File: src/rtl/gstmcu_vid_pkg.sv
// Shared types and default window geometry for the GSTMCU vertical timing path.
package gstmcu_vid_pkg;

  typedef enum logic [2:0] {
    ST_IDLE    = 3'd0,
    ST_VSYNC   = 3'd1,
    ST_TOP     = 3'd2,
    ST_DISPLAY = 3'd3,
    ST_BOTTOM  = 3'd4
  } vstate_e;

  localparam int unsigned DEF_PAL_TOP     = 63;
  localparam int unsigned DEF_NTSC_TOP    = 34;
  localparam int unsigned DEF_MONO_TOP    = 34;
  localparam int unsigned DEF_COLOR_LINES = 200;
  localparam int unsigned DEF_MONO_LINES  = 400;

endpackage

File: src/rtl/vs_edge.sv
// Registers vsync_n and emits single-cycle fall/rise pulses (combinational from the register).
// A fall is only reported once vsync_n has been seen high after reset, so a held-low sync is ignored.
module vs_edge (
  input  logic clk32,
  input  logic resb,
  input  logic vsync_n,
  output logic fall,
  output logic rise
);

  logic vs_q, vs_d;
  logic seen_hi_q, seen_hi_d;

  always_comb begin
    vs_d      = vsync_n;
    seen_hi_d = seen_hi_q | vsync_n;
  end

  always_ff @(posedge clk32 or negedge resb) begin
    if (!resb) begin
      vs_q      <= 1'b1;
      seen_hi_q <= 1'b0;
    end else begin
      vs_q      <= vs_d;
      seen_hi_q <= seen_hi_d;
    end
  end

  assign fall = seen_hi_q & vs_q & ~vsync_n;
  assign rise = ~vs_q & vsync_n;

endmodule

File: src/rtl/vtiming_ctrl.sv
// Vertical timing controller: frame-aligned mode apply, line counting and the vde/field sequence.
// Mode bits only change the cycle after a vsync_n falling edge, so a frame never sees a mode switch.
module vtiming_ctrl
  import gstmcu_vid_pkg::*;
#(
  parameter int unsigned PAL_TOP     = DEF_PAL_TOP,
  parameter int unsigned NTSC_TOP    = DEF_NTSC_TOP,
  parameter int unsigned MONO_TOP    = DEF_MONO_TOP,
  parameter int unsigned COLOR_LINES = DEF_COLOR_LINES,
  parameter int unsigned MONO_LINES  = DEF_MONO_LINES
) (
  input  logic       clk32,
  input  logic       resb,
  input  logic       mode_we,
  input  logic       mode_mono,
  input  logic       mode_ntsc,
  input  logic       interlace,
  input  logic       line_tick,
  input  logic       vsync_n,
  output logic       mde1,
  output logic       mde1b,
  output logic       ntsc,
  output logic       vde,
  output logic       vblank,
  output logic       field,
  output logic [8:0] line_cnt,
  output logic       mode_pending,
  output logic       frame_err
);

  localparam logic [8:0] CNT_MAX = 9'h1FF;

  logic fs, vs_rise;

  vs_edge u_vs_edge (
    .clk32   (clk32),
    .resb    (resb),
    .vsync_n (vsync_n),
    .fall    (fs),
    .rise    (vs_rise)
  );

  vstate_e    state_q, state_d;
  logic       shadow_mono_q, shadow_mono_d;
  logic       shadow_ntsc_q, shadow_ntsc_d;
  logic       mde1_q, mde1_d;
  logic       ntsc_q, ntsc_d;
  logic       vde_q, vde_d;
  logic       field_q, field_d;
  logic [8:0] line_cnt_q, line_cnt_d;
  logic       frame_err_q, frame_err_d;

  // Window bounds come from the applied mode; 10 bits so top+lines cannot wrap.
  logic [9:0] top_w, end_w, cnt_p1;

  always_comb begin
    if (mde1_q)      top_w = 10'(MONO_TOP);
    else if (ntsc_q) top_w = 10'(NTSC_TOP);
    else             top_w = 10'(PAL_TOP);
    end_w  = top_w + (mde1_q ? 10'(MONO_LINES) : 10'(COLOR_LINES));
    cnt_p1 = {1'b0, line_cnt_q} + 10'd1;
  end

  always_comb begin
    shadow_mono_d = shadow_mono_q;
    shadow_ntsc_d = shadow_ntsc_q;
    mde1_d        = mde1_q;
    ntsc_d        = ntsc_q;
    field_d       = field_q;
    line_cnt_d    = line_cnt_q;
    state_d       = state_q;

    // The apply reads the pre-write shadow, so a coincident write waits a frame.
    if (mode_we) begin
      shadow_mono_d = mode_mono;
      shadow_ntsc_d = mode_ntsc;
    end

    if (fs) begin
      mde1_d     = shadow_mono_q;
      ntsc_d     = shadow_ntsc_q;
      field_d    = interlace ? ~field_q : 1'b0;
      line_cnt_d = 9'd0;
    end else if (line_tick && (line_cnt_q != CNT_MAX)) begin
      line_cnt_d = line_cnt_q + 9'd1;
    end

    frame_err_d = frame_err_q | (line_cnt_d == CNT_MAX);

    if (fs) begin
      state_d = ST_VSYNC;
    end else begin
      unique case (state_q)
        ST_VSYNC:   if (vs_rise) state_d = ST_TOP;
        ST_TOP:     if (line_tick && (cnt_p1 == top_w)) state_d = ST_DISPLAY;
        ST_DISPLAY: if (line_tick && (cnt_p1 == end_w)) state_d = ST_BOTTOM;
        ST_IDLE, ST_BOTTOM: state_d = state_q;
        default:    state_d = ST_IDLE;
      endcase
    end

    vde_d = (state_d == ST_DISPLAY);
  end

  always_ff @(posedge clk32 or negedge resb) begin
    if (!resb) begin
      state_q       <= ST_IDLE;
      shadow_mono_q <= 1'b0;
      shadow_ntsc_q <= 1'b0;
      mde1_q        <= 1'b0;
      ntsc_q        <= 1'b0;
      vde_q         <= 1'b0;
      field_q       <= 1'b0;
      line_cnt_q    <= 9'd0;
      frame_err_q   <= 1'b0;
    end else begin
      state_q       <= state_d;
      shadow_mono_q <= shadow_mono_d;
      shadow_ntsc_q <= shadow_ntsc_d;
      mde1_q        <= mde1_d;
      ntsc_q        <= ntsc_d;
      vde_q         <= vde_d;
      field_q       <= field_d;
      line_cnt_q    <= line_cnt_d;
      frame_err_q   <= frame_err_d;
    end
  end

  assign mde1         = mde1_q;
  assign mde1b        = ~mde1_q;
  assign ntsc         = ntsc_q;
  assign vde          = vde_q;
  assign vblank       = ~vde_q;
  assign field        = field_q;
  assign line_cnt     = line_cnt_q;
  assign frame_err    = frame_err_q;
  assign mode_pending = (shadow_mono_q != mde1_q) | (shadow_ntsc_q != ntsc_q);

endmodule
File: config.mk
export PLATFORM = sky130hd
export DESIGN_NAME = vtiming_ctrl
export DESIGN_NICKNAME = d
export VERILOG_FILES = /design/src/rtl/gstmcu_vid_pkg.sv /design/src/rtl/vs_edge.sv /design/src/rtl/vtiming_ctrl.sv
export SDC_FILE = /design/constraint.sdc
export NUM_CORES = 1
export LEC_CHECK = 0
export BUFFER_PORTS_ARGS = -buffer_cell sky130_fd_sc_hd__buf_4
export CORE_UTILIZATION = 25
export CTS_CLUSTER_DIAMETER = 80
export DETAILED_ROUTE_END_ITERATION = 10
export REMOVE_ABC_BUFFERS = 1
export SYNTH_ARGS = -nofsm -noshare
export SYNTH_HDL_FRONTEND = slang
export SYNTH_SLANG_ARGS = --single-unit
File: constraint.sdc
create_clock -name clk32 -period 2.2 [get_ports clk32]
set_clock_uncertainty 0.05 [all_clocks]
set_input_delay 0.11 -clock clk32 [delete_from_list [all_inputs] [get_ports clk32]]
set_output_delay 0.11 -clock clk32 [all_outputs]
set_load 0.1 [all_outputs]
# Word-level counts from Yosys, hierarchy flattened
# Cells that the tools add are included.
# totals
ff_bits	21
in_bits	8
elab_cells	52
# op_classes
addsub	3
n_eq_ne	11
muxes	11
bitwise_logic	11
n_reduce_logical	5
# op_table
operator	n
two-way mux 9 bit	3
equality test 10 bit	2
two-way mux 3 bit	4
one-hot mux 3 bit (4 select lines)	1
adder 10 x 9 -> 10 bit	1
adder 9 x 1 -> 10 bit (second input constant)	1
two-way mux 10 bit	1
adder 9 x 1 -> 9 bit (second input constant)	1
equality test 3 x 2 -> 1 bit (second input constant)	3
equality test 9 bit (second input constant)	1
inequality test 9 bit (second input constant)	1
two-way mux 5 bit	1
NOT 1 bit	5
bitwise AND 1 bit	3
equality test 3 x 1 -> 1 bit (second input constant)	1
equality test 3 bit (second input constant)	1
logical AND 1 bit	3
logical NOT 3 bit	1
bitwise OR 1 bit	3
inequality test 1 bit	2
OR reduction 2 bit	1
two-way mux 1 bit	1

# Logic depth before layout (Yosys ltp)
# Gate-level depths: netlist of the first run.
# logic_depth
ltp_word	9
mapped_depth	12
ltp_nobuf	10

# Hierarchy
# A second synthesis of the first run with hierarchy kept.
# hier_totals
hier_cells	161
hier_area_um2	1442.6
# by_module_without_submodules
module	instances	cells_each	area_per_inst_um2	seq_area_each_um2
vtiming_ctrl	1	156	1368.8	475.5
vs_edge	1	5	73.8	51.3

# Worst setup path before layout of the first run
# Ideal clock, no wire load.
# synth_timing
path_kind	register to register
start	register line_cnt_q[2], in the netlist line_cnt[2]
end	register vde_q, in the netlist vde
setup_ns	0.066
arrival_ns	3.050
required_time_ns	2.084
slack_ns	-0.966
stages_incl_launch_ff	10
path_buffers	1
synth_period_minus_slack_ns	3.166
path_cell_list	dfrtp_1 -> buf_4 -> and3_1 -> nand3_1 -> nor3_1 -> ha_1 -> or4b_2 -> nor3_1 -> a31o_2 -> a22o_1
# synth_between
elab_chain_cells	7
elab_cells_between_ends	10
classes_between	1 x add/sub; 3 x eq/ne; 4 x mux; 2 x reduce/logical
# synth_rtl
item	line_no	rtl
from (decl)	vtiming_ctrl.sv:50	logic [8:0] line_cnt_q, line_cnt_d;
from (signal assigned)	vtiming_ctrl.sv:124	line_cnt_q <= line_cnt_d;
adder 9 x 1 -> 10 bit (*)	vtiming_ctrl.sv:61	cnt_p1 = {1'b0, line_cnt_q} + 10'd1;
equality test 10 bit, on equally long branches	vtiming_ctrl.sv:96, vtiming_ctrl.sv:95	
logical AND 1 bit, on equally long branches	vtiming_ctrl.sv:96, vtiming_ctrl.sv:95	
two-way mux 3 bit, on equally long branches	vtiming_ctrl.sv:96, vtiming_ctrl.sv:95	
one-hot mux 3 bit (4 select lines) (*)	vtiming_ctrl.sv:93	unique case (state_q)
two-way mux 3 bit (*)	vtiming_ctrl.sv:90	if (fs) begin
equality test 3 x 2 -> 1 bit (*)	vtiming_ctrl.sv:102	vde_d = (state_d == ST_DISPLAY);
net vde_d	vtiming_ctrl.sv:48	logic vde_q, vde_d;
to (signal assigned)	vtiming_ctrl.sv:122	vde_q <= vde_d;
to (decl)	vtiming_ctrl.sv:48	
# The timed path passes the listed nets; every way through them passes the cells marked *.
# A chain may end at the register's enable or synchronous reset.

# Final worst setup path of the first run
# Ends and elaborated chain as after synthesis.

==> results of run 1 <==
-- metrics by stage --
step / TNS (ns) / area [µm²] / total power, mW / util / instances
after CTS: 0 / 1850 / 1.59 / 0.356 / 271
after detailed placement: -0.323 / 1740 / 1.31 / 0.335 / 264
after global placement: -0.129 / 1740 / 1.30 / 0.335 / 264
after floorplan: -8.59 / 1320 / 1.09 / - / 149
final: 0 / 1920 / 1.60 / 0.369 / 273
after global routing: -0.0777 / 1920 / 1.69 / 0.369 / 273
-- synthesized netlist by cell type, drive strengths merged, types with 2 or more instances --
library cell / number
or3: 6
and3: 3
nand2b: 2
o41ai: 2
nand3: 6
nor2: 13
buf: 7
clkbuf: 3
o21ai: 12
nand2: 19
or2: 2
dfrtp: 20
ha: 2
nand4: 2
a31o: 2
xnor2: 11
a21oi: 7
xor2: 3
nor2b: 2
or4: 2
nor3: 5
inv: 7
and4: 2
mux2: 3
-- worst register-to-register path: stages, from the launching register on --
cell	delay (ns)
dfrtp_1	0.36
and3_4	0.19
nand3_2	0.09
nor3_2	0.13
ha_1	0.28
or4b_4	0.54
nor3_4	0.12
a31o_2	0.18
a22o_1	0.13
-- report_power, final --
group / internal, mW / leakage (nW) / switching, mW
sequential: 0.444 / 0.266 / 0.0543
clock: 0.129 / 0.0228 / 0.125
combinational: 0.250 / 0.552 / 0.596
-- cell type report --
cell class                      count  area (µm²)  share of cell area
Multi-Input combinational cell    121         855               0.445
Clock buffer                        4        45.0              0.0235
Sequential cell                    21         527               0.274
Tap cell                           70        87.6              0.0456
Timing Repair Buffer               50         380               0.198
Inverter                            7        26.3              0.0137
-- what timing repair did --
action | in CTS | in global routing
hold buffers | 2 | 0
pin swaps | 2 | 8
setup endpoints to repair | 4 | 5
gates resized for setup | 9 | 11
setup buffers | 1 | 2
endpoints found under the hold margin | 22 | 0
-- cells by family after synthesis --
| logic type | Yosys count | share of synthesized area |
|---|---|---|
| buffers and inverters | 17 | 0.0592 |
| AO/OA/AOI/OAI | 32 | 0.149 |
| AND/OR/NAND/NOR | 69 | 0.263 |
| XOR/XNOR | 14 | 0.0947 |
| flip-flops | 21 | 0.383 |
| adder cells (fa/ha/maj) | 2 | 0.0182 |
| multiplexers | 4 | 0.0319 |
-- metal layers --
metal	vias to the layer above	share of wire	global-route usage
met1	638	0.47	0.180
met2	31	0.47	0.207
met3	6	0.035	0.0180
li1	649	-	-
met4	0	0.020	0.0500
met5	-	0	0
-- final timing paths --
kind | startpoint | endpoint | cells after the start
max reg2reg | line_cnt[2] | vde | 8
max | line_cnt[2] | vde | 8
min | mode_ntsc | shadow_ntsc_q | 2
min in group asynchronous | resb | line_cnt[4] | 2
max in group asynchronous | resb | u_vs_edge.vs_q | 2
min reg2reg | u_vs_edge.seen_hi_q | u_vs_edge.seen_hi_q | 1
==> impl_metrics.toml, run 1 <==
[critical_path]
crit_chain = "and3_4, nand3_2, nor3_2, ha_1, or4b_4, nor3_4, a31o_2, a22o_1"
regToRegSetupSlack_ns = 0.07
cp_slowest_stage_delay_ns = 0.54
crit_type = "flip-flop to flip-flop"
cp_slowest_cell = "or4b_4"
crit_path_start_kind = "flip-flop"
crit_buf_inv = 0
critPathMaxFanout = 2
cp.arrival_ns = 2.28
cp_top_family = "simple AND/OR/NAND/NOR gates"
endpoint_kind = "flip-flop"
required_ns = 2.35

[synthesis]
synth_top_cell_area_share = 0.364
synth_seq_area_share = 0.383
yosys_warnings = 0
synthArstFlopShare = 1.00
synth_seq_cells = 21
yosys_most_used_dff = "dfrtp_1"
synth_enable_flop_cells = 0
synth_area_leaders = "dfrtp_1 (36%), xnor2_1 (6.4%), nand2_1 (5.2%)"
synth_area_um2 = 1370
yosys.area.top_type = "dfrtp_1"
avgSynthCellArea_um2 = 8.64
netlist_instances = 159
synth_cell_types = 47

[drt]
post_drt_via_cell_ratio = 4.85
vias = 1324
drc = 0
ant_nets = 0
detail_route.first_pass.iterations = 4
wl_um = 3560
wire_per_inst_um = 13.0
drt_iter0_markers = 41

[pwr]
vdd_ir_drop_max_mv = 0.514
leakagePower_nw = 0.841
p_per_area_nw_per_um2 = 832

[cts]
cts_made_buffers = 3
cts_buffer_depth = 2
clock_latency_ns = 0.26
cts_tree = "built"
path_clk_slew_ns = 0.08
root_buffer = "clkbuf_8"
htree_levels = 1
cts.sinks = 21

[placement]
io_buffers = 24
place.gp.congestion = 0.841
hpwl_um = 2650
dp_slack_ns = -0.158

[global_route]
grt_max_degree = 22
grt_util_all_layers = 0.131
grt_overflow = 0
grt_pass1_wl_um = 6110
first_global_vias = 1267
antenna_found_initial = 0

[floorplan]
io_pins = 25
start_util = 0.264
die_h_um = 76.1
core_area_um2 = 5200
die_x_um = 76.1
die-area_um2 = 5800
num_rows = 26

[min_path]
worstHoldPathType = "input port to flip-flop"

[final_layout]
areaGrowthSynthToFinish_pct = 39.8
final_common_cell = "buf_4"
largest_reg_flops = 9
final_cell_mix = "buf_4 (48), dfrtp_1 (20), nand2_1 (19)"
antenna_cells = 0
final_layout_size_suffix_gt1_frac = 0.369
fin_nets = 214
fillerInstances = 537

[timing]
finalWorstSetupSlack_ns = 0.0705
post-route-period-util = 0.968
relSlewSlack = 0.663
finalMaxSlewViolations = 0
rsz0062_at_grt = "yes"
hold_viol_final = 0
fin_hold_ws_ns = 0.0305
max_freq_mhz = 470
min_period_ns = 2.13
worst_pin_slew_ns = 0.503
finalSetupViolCount = 0

[flow_run]
cap_viol_max_count = 0

[outcome]
status = "finished clean"
Note: power is estimated with default switching activity, not from simulation.
==> run 2, diff against run 1 <==
- CTS_CLUSTER_DIAMETER: 80 -> 200
- PLACE_DENSITY_LB_ADDON: default -> 0.25
==> run 2 against run 1 <==
Compared with the run above:
- via count fell by 0.38%
- combinational power is 1% lower
- largest cell class unchanged
- design area down 1.2%
- worst hold slack lost 0.0080 ns
- clock power rose by 4%
==> impl_metrics.toml, run 2 (synthesized netlist as in run 1, its figures left out) <==
[global_route]
grt_util_all_layers = 0.126
first_global_vias = 1245
grt_max_degree = 22
antenna_found_initial = 0
grt_pass1_wl_um = 5880
grt_overflow = 0

[drt]
detail_route.first_pass.iterations = 4
drc = 0
wl_um = 3550
wire_per_inst_um = 13.1
vias = 1319
drt_iter0_markers = 31
ant_nets = 0
post_drt_via_cell_ratio = 4.85

[critical_path]
crit_path_start_kind = "flip-flop"
r2r_cells = 8
endpoint_kind = "flip-flop"
r2r-end = "vde"
critPathMaxFanout = 2
required_ns = 2.36
crit_type = "flip-flop to flip-flop"
worstReg2RegStart = "line_cnt[4]"
cp.arrival_ns = 2.26
regToRegSetupSlack_ns = 0.1

[timing]
worst_pin_slew_ns = 0.459
post-route-period-util = 0.956
relSlewSlack = 0.690
hold_viol_final = 0
finalMaxSlewViolations = 0
fin_hold_ws_ns = 0.0225
setup_tns_ns = 0
finalWorstSetupSlack_ns = 0.0959
min_period_ns = 2.10
finalSetupViolCount = 0
max_freq_mhz = 475
rsz0062_at_grt = "yes"

[flow_run]
cap_viol_max_count = 0

[outcome]
status = "finished clean"

[cts]
clock_latency_ns = 0.26
cts_made_buffers = 3
path_clk_slew_ns = 0.08
cts.sinks = 21
htree_levels = 1
root_buffer = "clkbuf_8"
cts_buffer_depth = 2
cts_tree = "built"

[final_layout]
fin_nets = 213
final_common_cell = "buf_4"
finalNonFillerCells = 272
antenna_cells = 0
final_cell_mix = "buf_4 (46), dfrtp_1 (20), nand2_1 (19)"
final_area_um2 = 1900
final_layout_size_suffix_gt1_frac = 0.366
areaGrowthSynthToFinish_pct = 38.1
largest_reg_flops = 9
utilization = 0.364

[placement]
place_area_um2 = 1750
dp_slack_ns = -0.179
hpwl_um = 2570
post-place-cells = 265
place.gp.congestion = 0.802
io_buffers = 24

[pwr]
vdd_ir_drop_max_mv = 0.348
p_total_mw = 1.59
leakagePower_nw = 0.829
p_per_area_nw_per_um2 = 839

[min_path]
holdPathEnd = "shadow_ntsc_q"
worstHoldPathType = "input port to flip-flop"
hold_path_depth = 2
hp-start = "mode_ntsc"

[floorplan]
die_x_um = 76.1
num_rows = 26
die-area_um2 = 5800
start_util = 0.264
die_h_um = 76.1
io_pins = 25
core_area_um2 = 5200
[run 2: how the worst max path moves through the flow]
| stage | start | endpoint | slack [ns] | depth (start not counted) |
|---|---|---|---|---|
| after CTS | line_cnt[3] | vde | -0.01 | 8 |
| final | line_cnt[4] | vde | 0.1 | 8 |
| after floorplan | line_cnt[0] | vde | -1.10 | 8 |
| after global routing | line_cnt[0] | state_q[1] | -0.02 | 8 |
| after detailed placement | line_cnt[4] | vde | -0.18 | 8 |
| after global placement | line_cnt[4] | vde | -0.13 | 8 |
[run 2: worst max-delay path, cell delays in order, from the launching register on]
cell	delay [ns]
dfrtp_1	0.35
and3_4	0.20
nand3_2	0.09
nor3_2	0.12
ha_1	0.29
or4b_4	0.53
nor3_2	0.11
a31o_2	0.18
a22o_1	0.12
[run 2: layout make-up]
class	count	area, µm²
Clock buffer	4	45.0
Fill cell	556	3310
Inverter	7	26.3
Multi-Input combinational cell	121	835
Sequential cell	21	527
Tap cell	70	87.6
Timing Repair Buffer	49	377
[run 2: metal layers]
layer | global-route usage | up-vias | share of wire
li1 | - | 652 | -
met1 | 0.156 | 635 | 0.45
met2 | 0.220 | 27 | 0.51
met3 | 0.0156 | 5 | 0.024
met4 | 0.0519 | 0 | 0.017
met5 | 0 | - | 0
[run 2: repair_timing]
item | CTS | global route
hold endpoints to repair | 22 | 0
pin swaps | 7 | 11
endpoints found under the setup margin | 4 | 5
hold buffers | 2 | 0
gates cloned | 0 | 0
buffers inserted | 1 | 0
resized for setup | 10 | 8
[run 2: where the power goes]
group	total [mW]	internal, mW	switching (mW)
clock	0.264	0.129	0.134
sequential	0.493	0.444	0.0494
combinational	0.836	0.248	0.588
total	1.59	0.821	0.771
